===== src/rtl/juggler_pkg.sv =====
// Shared types and constants for the juggler video path: screen coordinate
// widths, the RGB444 colour type, per-ball colours and the renderer FSM states.
package juggler_pkg;

    localparam int unsigned MAX_BALLS = 7;
    localparam int unsigned X_W       = 11;
    localparam int unsigned Y_W       = 10;
    localparam int unsigned IDX_W     = 3;

    typedef logic [11:0] rgb444_t;

    localparam rgb444_t BALL_COLORS [MAX_BALLS] = '{
        12'hF00, 12'h0F0, 12'h00F, 12'hFF0, 12'hF0F, 12'h0FF, 12'hFFF
    };

    typedef enum logic [1:0] {
        IDLE,
        WAIT_FRAME,
        ACTIVE
    } state_t;

endpackage


===== src/rtl/render_balls_if.sv =====
// Trajectory, pixel-coordinate and rendered-pixel signals of the ball renderer.
// The master drives positions and pixel coordinates; the slave (renderer) returns colours.
interface render_balls_if
    import juggler_pkg::*;
();
    logic                          nf_in;
    logic [MAX_BALLS-1:0][X_W-1:0] traj_x_in;
    logic [MAX_BALLS-1:0][Y_W-1:0] traj_y_in;
    logic                          traj_valid_in;
    logic [IDX_W-1:0]              num_balls_in;
    logic [X_W-1:0]                hcount_in;
    logic [Y_W-1:0]                vcount_in;
    logic                          data_valid_in;
    rgb444_t                       pixel_out;
    logic                          ball_hit_out;
    logic [IDX_W-1:0]              ball_idx_out;
    logic                          data_valid_out;

    modport master (
        output nf_in, traj_x_in, traj_y_in, traj_valid_in, num_balls_in,
        output hcount_in, vcount_in, data_valid_in,
        input  pixel_out, ball_hit_out, ball_idx_out, data_valid_out
    );

    modport slave (
        input  nf_in, traj_x_in, traj_y_in, traj_valid_in, num_balls_in,
        input  hcount_in, vcount_in, data_valid_in,
        output pixel_out, ball_hit_out, ball_idx_out, data_valid_out
    );

endinterface


===== src/rtl/ball_hit_test.sv =====
// Per-ball distance test: stage 1 registers signed dx/dy, stage 2 registers
// whether the squared distance is inside the radius for a live ball.
module ball_hit_test
    import juggler_pkg::*;
#(
    parameter int unsigned RADIUS = 8
) (
    input  logic           clk_in,
    input  logic           rst_in,
    input  logic [X_W-1:0] hcount_in,
    input  logic [Y_W-1:0] vcount_in,
    input  logic [X_W-1:0] x_in,
    input  logic [Y_W-1:0] y_in,
    input  logic           live_in,
    output logic           hit_out
);
    localparam logic [22:0] R2 = 23'(RADIUS * RADIUS);

    logic signed [X_W:0] dx_q;
    logic signed [Y_W:0] dy_q;
    logic                live_q;
    logic signed [22:0]  dx_e;
    logic signed [22:0]  dy_e;
    logic [22:0]         d2;

    // Sign-extend before squaring so negative offsets near the screen edge square correctly.
    always_comb begin
        dx_e = 23'(dx_q);
        dy_e = 23'(dy_q);
        d2   = dx_e * dx_e + dy_e * dy_e;
    end

    always_ff @(posedge clk_in or negedge rst_in) begin
        if (!rst_in) begin
            dx_q    <= '0;
            dy_q    <= '0;
            live_q  <= 1'b0;
            hit_out <= 1'b0;
        end else begin
            dx_q    <= $signed({1'b0, hcount_in} - {1'b0, x_in});
            dy_q    <= $signed({1'b0, vcount_in} - {1'b0, y_in});
            live_q  <= live_in;
            hit_out <= live_q && (d2 <= R2);
        end
    end

endmodule


===== src/rtl/render_balls.sv =====
// Ball renderer: double-buffered ball positions swapped on the frame strobe,
// and a 3-stage per-pixel pipeline colouring the lowest-index ball hit.
module render_balls
    import juggler_pkg::*;
#(
    parameter int unsigned RADIUS   = 8,
    parameter rgb444_t     BG_COLOR = 12'h000
) (
    input  logic          clk_in,
    input  logic          rst_in,
    render_balls_if.slave bus
);
    state_t                        state_q, state_d;
    logic [MAX_BALLS-1:0][X_W-1:0] shadow_x, active_x;
    logic [MAX_BALLS-1:0][Y_W-1:0] shadow_y, active_y;
    logic [IDX_W-1:0]              shadow_n, active_n;
    logic [MAX_BALLS-1:0]          live;
    logic [MAX_BALLS-1:0]          hit_s2;
    logic                          dv_s1, dv_s2;
    logic                          any_hit;
    rgb444_t                       win_col;
    logic [IDX_W-1:0]              win_idx;

    always_ff @(posedge clk_in or negedge rst_in) begin
        if (!rst_in) state_q <= IDLE;
        else         state_q <= state_d;
    end

    always_comb begin
        state_d = state_q;
        case (state_q)
            IDLE:       if (bus.traj_valid_in) state_d = WAIT_FRAME;
            WAIT_FRAME: if (bus.nf_in)         state_d = ACTIVE;
            ACTIVE:                            state_d = ACTIVE;
            default:                           state_d = IDLE;
        endcase
    end

    // Active bank reads the pre-edge shadow, so a same-cycle capture lands only in the shadow.
    always_ff @(posedge clk_in or negedge rst_in) begin
        if (!rst_in) begin
            shadow_x <= '0;
            shadow_y <= '0;
            shadow_n <= '0;
            active_x <= '0;
            active_y <= '0;
            active_n <= '0;
        end else begin
            if (bus.traj_valid_in) begin
                shadow_x <= bus.traj_x_in;
                shadow_y <= bus.traj_y_in;
                shadow_n <= bus.num_balls_in;
            end
            if (bus.nf_in && state_q != IDLE) begin
                active_x <= shadow_x;
                active_y <= shadow_y;
                active_n <= shadow_n;
            end
        end
    end

    always_ff @(posedge clk_in or negedge rst_in) begin
        if (!rst_in) begin
            dv_s1 <= 1'b0;
            dv_s2 <= 1'b0;
        end else begin
            dv_s1 <= bus.data_valid_in;
            dv_s2 <= dv_s1;
        end
    end

    // Priority chain runs through per-ball scopes so each link is its own signal.
    for (genvar g = 0; g < MAX_BALLS; g++) begin : g_ball
        logic             seen_in, seen_o;
        rgb444_t          col_in, col_o;
        logic [IDX_W-1:0] idx_in, idx_o;

        assign live[g] = (state_q == ACTIVE) && (IDX_W'(g) < active_n) && (active_y[g] != '0);

        ball_hit_test #(.RADIUS(RADIUS)) u_hit (
            .clk_in    (clk_in),
            .rst_in    (rst_in),
            .hcount_in (bus.hcount_in),
            .vcount_in (bus.vcount_in),
            .x_in      (active_x[g]),
            .y_in      (active_y[g]),
            .live_in   (live[g]),
            .hit_out   (hit_s2[g])
        );

        if (g == 0) begin : g_first
            assign seen_in = 1'b0;
            assign col_in  = BG_COLOR;
            assign idx_in  = '0;
        end else begin : g_next
            assign seen_in = g_ball[g-1].seen_o;
            assign col_in  = g_ball[g-1].col_o;
            assign idx_in  = g_ball[g-1].idx_o;
        end

        assign seen_o = seen_in | hit_s2[g];
        assign col_o  = (hit_s2[g] && !seen_in) ? BALL_COLORS[g] : col_in;
        assign idx_o  = (hit_s2[g] && !seen_in) ? IDX_W'(g) : idx_in;
    end

    assign any_hit = g_ball[MAX_BALLS-1].seen_o;
    assign win_col = g_ball[MAX_BALLS-1].col_o;
    assign win_idx = g_ball[MAX_BALLS-1].idx_o;

    always_ff @(posedge clk_in or negedge rst_in) begin
        if (!rst_in) begin
            bus.pixel_out      <= BG_COLOR;
            bus.ball_hit_out   <= 1'b0;
            bus.ball_idx_out   <= '0;
            bus.data_valid_out <= 1'b0;
        end else begin
            bus.data_valid_out <= dv_s2;
            bus.ball_hit_out   <= dv_s2 && any_hit;
            bus.ball_idx_out   <= (dv_s2 && any_hit) ? win_idx : '0;
            bus.pixel_out      <= (dv_s2 && any_hit) ? win_col : BG_COLOR;
        end
    end

endmodule


===== src/flat_wrapper.sv =====
// flat-port wrapper written by rule: the top's interface ports become plain ports
module render_balls_flat import juggler_pkg::*;
#(
    parameter int unsigned RADIUS   = 8,
    parameter rgb444_t     BG_COLOR = 12'h000
)
  (clk_in, rst_in, bus_nf_in, bus_traj_x_in, bus_traj_y_in, bus_traj_valid_in, bus_num_balls_in, bus_hcount_in, bus_vcount_in, bus_data_valid_in, bus_pixel_out, bus_ball_hit_out, bus_ball_idx_out, bus_data_valid_out);
  render_balls_if bus_i ();
  input  logic clk_in;
  input  logic rst_in;
  input wire logic [$bits(bus_i.nf_in)-1:0] bus_nf_in;
  input wire logic [$bits(bus_i.traj_x_in)-1:0] bus_traj_x_in;
  input wire logic [$bits(bus_i.traj_y_in)-1:0] bus_traj_y_in;
  input wire logic [$bits(bus_i.traj_valid_in)-1:0] bus_traj_valid_in;
  input wire logic [$bits(bus_i.num_balls_in)-1:0] bus_num_balls_in;
  input wire logic [$bits(bus_i.hcount_in)-1:0] bus_hcount_in;
  input wire logic [$bits(bus_i.vcount_in)-1:0] bus_vcount_in;
  input wire logic [$bits(bus_i.data_valid_in)-1:0] bus_data_valid_in;
  output wire logic [$bits(bus_i.pixel_out)-1:0] bus_pixel_out;
  output wire logic [$bits(bus_i.ball_hit_out)-1:0] bus_ball_hit_out;
  output wire logic [$bits(bus_i.ball_idx_out)-1:0] bus_ball_idx_out;
  output wire logic [$bits(bus_i.data_valid_out)-1:0] bus_data_valid_out;
  assign bus_i.nf_in = bus_nf_in;
  assign bus_i.traj_x_in = bus_traj_x_in;
  assign bus_i.traj_y_in = bus_traj_y_in;
  assign bus_i.traj_valid_in = bus_traj_valid_in;
  assign bus_i.num_balls_in = bus_num_balls_in;
  assign bus_i.hcount_in = bus_hcount_in;
  assign bus_i.vcount_in = bus_vcount_in;
  assign bus_i.data_valid_in = bus_data_valid_in;
  assign bus_pixel_out = bus_i.pixel_out;
  assign bus_ball_hit_out = bus_i.ball_hit_out;
  assign bus_ball_idx_out = bus_i.ball_idx_out;
  assign bus_data_valid_out = bus_i.data_valid_out;
  render_balls #(.RADIUS(RADIUS), .BG_COLOR(BG_COLOR)) u_core (.clk_in(clk_in), .rst_in(rst_in), .bus(bus_i));
endmodule

===== config.mk =====
export PLATFORM = sky130hd
export DESIGN_NAME = render_balls_flat
export DESIGN_NICKNAME = d
export VERILOG_FILES = /design/src/rtl/juggler_pkg.sv /design/src/rtl/render_balls_if.sv /design/src/rtl/ball_hit_test.sv /design/src/rtl/render_balls.sv /design/src/flat_wrapper.sv
export SDC_FILE = /design/constraint.sdc
export NUM_CORES = 2
export LEC_CHECK = 0
export CORE_ASPECT_RATIO = 0.8
export CORE_MARGIN = 5
export CORE_UTILIZATION = 27
export DETAILED_ROUTE_END_ITERATION = 6
export GPL_ROUTABILITY_DRIVEN = 0
export SYNTH_ARGS = -nofsm -noshare
export SYNTH_HDL_FRONTEND = slang
export SYNTH_SLANG_ARGS = --single-unit

===== constraint.sdc =====
create_clock -name clk_in -period 15.24 [get_ports clk_in]
set_input_delay 3.048 -clock clk_in [delete_from_list [all_inputs] [get_ports clk_in]]
set_output_delay 3.048 -clock clk_in [all_outputs]
set_load 0.02 [all_outputs]

* Word level (Yosys, flattened, before mapping)
Index checks and enable logic that the tools add are counted.
Cells by class: $add $sub $neg 21, $mul 14, div/mod/pow operators 0, $lt $le $gt $ge 14, equality and inequality tests 4, shift-type cells 0, multiplexer cells 18, bitwise gates (word level) 6, reductions and logical operators 45
Operators with widths (count):
- $add A23 B22 Y23 | 7
- $le A23 B7 Y1 const B | 7
- $mul A12 B12 Y23 | 7
- $mul A11 B11 Y22 | 7
- $mux W12 | 8
- $sub A11 B11 Y12 | 7
- $sub A10 B10 Y11 | 7
- $reduce_bool A10 Y1 | 7
- $logic_and A1 B1 Y1 | 29
- $mux W3 | 6
- $lt A3 B3 Y1 const A | 3
- $logic_not A1 Y1 | 6
- $lt A1 B3 Y1 const A | 2
- $lt A2 B3 Y1 const A | 2
- $or A1 B1 Y1 | 6
- $pmux W2 S3 | 1
- $mux W2 | 2
- $ne A2 B2 Y1 const B | 2
- $eq A2 B1 Y1 const B | 1
- $eq A2 B2 Y1 const B | 1
- $logic_not A2 Y1 | 1
- $reduce_and A2 Y1 | 1
- $reduce_bool A2 Y1 | 1
- $mux W1 | 1
Storage, ports and cells: flip-flop bits (word level) 496, latch bits 0, bits in writable memories 0, ROM bits 0, input port bits 176, output and inout bits 17, logic and storage cells 187, memories 0

* Logic depth before layout (Yosys ltp)
depth after elaboration 9, depth in mapped cells 27, depth with buffers taken out 25

* Hierarchy
From an unflattened synthesis, not the netlist that was laid out.
Second synthesis, totals: cell total of the unflattened synthesis 8669, area, all modules 88406.0 sq um
By module, submodules not included:
- ball_hit_test at u_core.g_ball[2].u_hit ... | times used 3, cells each 1116, area an instance 10775.3 sq um, sequential area each 625.6 sq um
- render_balls | times used 1, cells each 725, area an instance 12364.4 sq um, sequential area each 7807.5 sq um
- ball_hit_test at u_core.g_ball[5].u_hit | times used 1, cells each 1165, area an instance 11019.3 sq um, sequential area each 625.6 sq um
- ball_hit_test at u_core.g_ball[1].u_hit | times used 1, cells each 1162, area an instance 11015.6 sq um, sequential area each 625.6 sq um
- ball_hit_test at u_core.g_ball[0].u_hit | times used 1, cells each 1147, area an instance 10906.7 sq um, sequential area each 625.6 sq um
- ball_hit_test at u_core.g_ball[6].u_hit | times used 1, cells each 1122, area an instance 10774.1 sq um, sequential area each 625.6 sq um

* Worst setup path after synthesis
No wires, ideal clock.
kind flip-flop to flip-flop, start register u_core.g_ball[6].u_hit.dy_q[10], end register u_core.g_ball[6].u_hit.hit_out, setup time 0.096 ns, data arrival time 6.845 ns, required time 15.144 ns, path slack 8.299 ns, stages on the path, launching flop included 20, path buffers 1, clock period less this slack 6.941 ns, cell sequence dfrtp_1 clkbuf_1 nand2_1 fa_1 fa_1 fa_1 inv_1 fa_1 fa_1 fa_1 fa_1 ha_1 a211oi_4 o21ai_1 o31ai_2 nor2_1 or3b_1 xor2_1 or4_4 nor4_2
On the way: cells in the longest elaborated chain, start to end 4
RTL lines:
- start: declaration | RTL line ball_hit_test.sv:20 | logic signed [Y_W:0] dy_q;
- start signal: assignment | RTL line ball_hit_test.sv:41 | dy_q <= $signed({1'b0, vcount_in} - {1'b0, y_in});
- $mul A11 B11 Y22 | RTL line ball_hit_test.sv:30 | d2 = dx_e * dx_e + dy_e * dy_e;
- $add A23 B22 Y23 | RTL line ball_hit_test.sv:30
- $le A23 B7 Y1 | RTL line ball_hit_test.sv:43 | hit_out <= live_q && (d2 <= R2);
- $logic_and A1 B1 Y1 | RTL line ball_hit_test.sv:43
- end signal: assignment | RTL line ball_hit_test.sv:43
- end: declaration | RTL line ball_hit_test.sv:15 | output logic hit_out
Every way passes these cells. A chain may end at the register's enable or synchronous reset.

* Worst setup path in the final report
start register u_core.g_ball[2].u_hit.dy_q[10], end register u_core.g_ball[2].u_hit.hit_out
On the way: cells in the longest elaborated chain, start to end 4
RTL lines (RTL line):
- start: declaration | ball_hit_test.sv:20
- start signal: assignment | ball_hit_test.sv:41
- $mul A11 B11 Y22 | ball_hit_test.sv:30
- $add A23 B22 Y23 | ball_hit_test.sv:30
- $le A23 B7 Y1 | ball_hit_test.sv:43
- $logic_and A1 B1 Y1 | ball_hit_test.sv:43
- end signal: assignment | ball_hit_test.sv:43
- end: declaration | ball_hit_test.sv:15
Every way passes these cells.

==> qor.txt <==
First-pass GRT wire length: 358.3 mm
MaxCap Viol Count: 0
Worst hold path class: reg2reg
Setup bufs post-CTS: 0
RSZ-0062 raised after global routing: false
Post_cts resized: 0
DRC viols: 0
Die ar.: 337,200 µm²
IO Count: 193
Minimum clock period: 8.030 ns
Cells after Synth: 8,906
Sequential fraction of the synthesis area: 13.86%
Initial DRT Pass Iterations: 5
Vias: 57.22k
Clock skew: 0.1010 ns
Fmax: 124.5 MHz
Share of the synthesized area in the top cell type: 43.02%
Number of antenna violations at the first check in global routing: 20
Final period util: 52.69%
Clk Latency, worst-skew pair: 0.74 ns
Status: finished clean
CP startpoint kind: flip-flop
Fin Setup TNS: 0 ns
Total global routing track utilization: 13.46%
Syn. warnings: 0
Routed Antenna Nets: 0
Vias in the first global route: 62.41k
Max Transition Viols Final: 0
Top cells by area, synth: fa_1 (43%), dfrtp_1 (14%), inv_1 (10%)
Core Box Area: 324,300 µm²
Hold Path Stages: 0
Synth Cell Area: 87,910 µm²
CP max FO: 14
Die width: 647.9 µm
R2r worst-path depth: 20
Layout area overhead: 10.35%
Max-slew headroom: 30.81%
1st-iter DRT viols: 3,260
Root Buffer: clkbuf_16
Largest net degree at the start of global routing: 150
Row cnt: 187
Nets: 11.74k
Vias/cell: 4.277
Starting density of the core: 27.11%
Grt ovf: 0
Ys async rst share: 100.0%
TritonCTS Sinks: 487
Required @ worst endpoint: 15.83 ns
RR Endpoint: u_core.g_ball[2].u_hit.hit_out$_DFF_PN0_
Yosys cell types: 95
Routed WL: 220.3 mm
Max Root-Sink Buffers: 3
Final Hold Vio Count: 0
Share of layout cells above drive strength 1: 4.253%
Port bufs: 192
Syn Area/Cell: 9.870 µm²
Hold path start: u_core.dv_s1$_DFF_PN0_
Yosys top cell by area: fa_1
Number of flops mapped to enable cells by yosys: 0
Top-count cell post-synth: inv_1
Worst-Margin Slew: 1.038 ns
CTS tree: yes
RR Startpoint: u_core.g_ball[2].u_hit.dy_q[10]$_DFF_PN0_
Clock transition at path regs: 0.07 ns
Hold-fix buffers, CTS: 0
Crit path DAT: 8.62 ns
H-tree Lvls: 2
Die Height: 520.4 µm
Commonest cells post-synth: inv_1 (2,428), fa_1 (1,889), nand2_1 (705), ha_1 (701), dfrtp_1 (487)
CP Class: reg2reg
FF+latch count, synth: 487
Final setup violation count: 0
Reg-to-reg slack, setup: 7.21 ns
Post-synth top flop: dfrtp_1
CP endpoint kind: flip-flop
Routed wire length per instance: 16.47 µm
TritonCTS Buffers: 60
Endpoint of the worst hold path: u_core.dv_s2$_DFF_PN0_
DP HPWL: 186.6 mm
registers in the layout, indices dropped and copies added (netlist names), 7 cells and up:
name                         flops
u_core.g_ball.u_hit.live_q       7
u_core.g_ball.u_hit.hit_out      7
u_core.g_ball.u_hit.dx_q        84
u_core.shadow_x                 77
u_core.active_y                 70
u_core.active_x                 77
u_core.g_ball.u_hit.dy_q        77
u_core.shadow_y                 70
through the flow:
step | worst slack (ns) | instance area, µm² | util [%] | instances | hold slack [ns]
6_report | 7.210 | 97010 | 29.91 | 13380 | 0.3557
5_1_grt | 6.892 | 97000 | 29.91 | 13380 | 0.3714
4_1_cts | 7.262 | 97000 | 29.91 | 13380 | 0.3650
3_5_place_dp | 7.287 | 94770 | 29.23 | 13260 | 0.3364
3_3_place_gp | 7.407 | 94770 | 29.23 | 13260 | 0.3399
2_1_floorplan | 8.299 | 87920 | - | 8909 | 0.3312
worst max-delay path by stage:
stage	startpoint	endpoint	slack, ns	depth (start not counted)
6_report	u_core.g_ball[2].u_hit.dy_q[10]$_DFF_PN0_	u_core.g_ball[2].u_hit.hit_out$_DFF_PN0_	7.21	20
3_5_place_dp	u_core.g_ball[2].u_hit.dy_q[10]$_DFF_PN0_	u_core.g_ball[2].u_hit.hit_out$_DFF_PN0_	7.29	20
4_1_cts	u_core.g_ball[2].u_hit.dy_q[10]$_DFF_PN0_	u_core.g_ball[2].u_hit.hit_out$_DFF_PN0_	7.26	20
5_1_grt	u_core.g_ball[2].u_hit.dy_q[10]$_DFF_PN0_	u_core.g_ball[2].u_hit.hit_out$_DFF_PN0_	6.89	20
3_3_place_gp	u_core.g_ball[4].u_hit.dx_q[11]$_DFF_PN0_	u_core.g_ball[4].u_hit.hit_out$_DFF_PN0_	7.41	22
2_1_floorplan	u_core.g_ball[6].u_hit.dy_q[10]$_DFF_PN0_	u_core.g_ball[6].u_hit.hit_out$_DFF_PN0_	8.30	19
critical path, cell delays in order (launching register included):
cell and delay (ns):
dfrtp_1 0.79, clkinv_1 0.61, nor2_1 0.29, fa_1 0.57, fa_1 0.57, inv_1 0.05
fa_1 0.50, fa_1 0.44, fa_1 0.51, fa_1 0.43, fa_1 0.54, inv_1 0.06
ha_1 0.40, nor3b_1 0.09, a31oi_1 0.26, nand3_1 0.16, nor4_1 0.46, nand3_1 0.16
nor4b_1 0.39, o2111ai_1 0.22, a2111oi_2 0.40
metal layers:
| metal | GRT usage (%) | vias up | share of wire, % |
|---|---|---|---|
| met5 | 0 | - | 0.0059 |
| met4 | 3.154 | 2 | 2.7 |
| met3 | 1.437 | 182 | 4.8 |
| met2 | 22.40 | 1061 | 48 |
| met1 | 18.82 | 29240 | 45 |
| li1 | - | 26740 | - |
placed cells by master, fill, tap and decap left out, types with 31 or more instances in the layout:
cell	Yosys	routed
a2111oi_0	31	31
a21boi_0	62	62
a21o_1	62	62
a21oi_1	108	108
and2_1	376	376
and3_1	37	37
buf_4	9	48
clkbuf_16	0	60
clkdlybuf4s50_1	0	189
dfrtp_1	487	487
fa_1	1889	1889
ha_1	701	701
inv_1	2428	2428
mux2_2	169	169
mux2i_1	33	33
nand2_1	705	705
nand2b_1	107	107
nand3_1	38	38
nor2_1	323	323
nor2b_1	67	66
nor3_1	92	92
nor4_1	31	31
o21ai_0	312	312
xnor2_1	228	228
xor2_1	67	67
final cells by class:
cell class,count,area [µm²]
antenna,3,7.507
fill,33790,227300
sequential,487,12190
timing repair buffer,242,2323
multi-input combinational,5752,65690
clock buffer,72,1627
clock inverter,40,596.8
tap,4347,5439
inverter,2435,9140
cell families after synthesis:
logic type               after synthesis  share of synthesized area [%]
buffers and inverters               2670                          11.44
adder cells (fa/ha/maj)             2590                          53.00
AND/OR/NAND/NOR                     1864                          10.29
AO/OA/AOI/OAI                        795                          5.871
flip-flops                           487                          13.86
XOR/XNOR                             297                          2.990
multiplexers                         202                          2.541
other                                  1                       0.004266
Power is not shown: default switching activity piles up to over one toggle a cycle in this logic, so the estimate is an artifact.
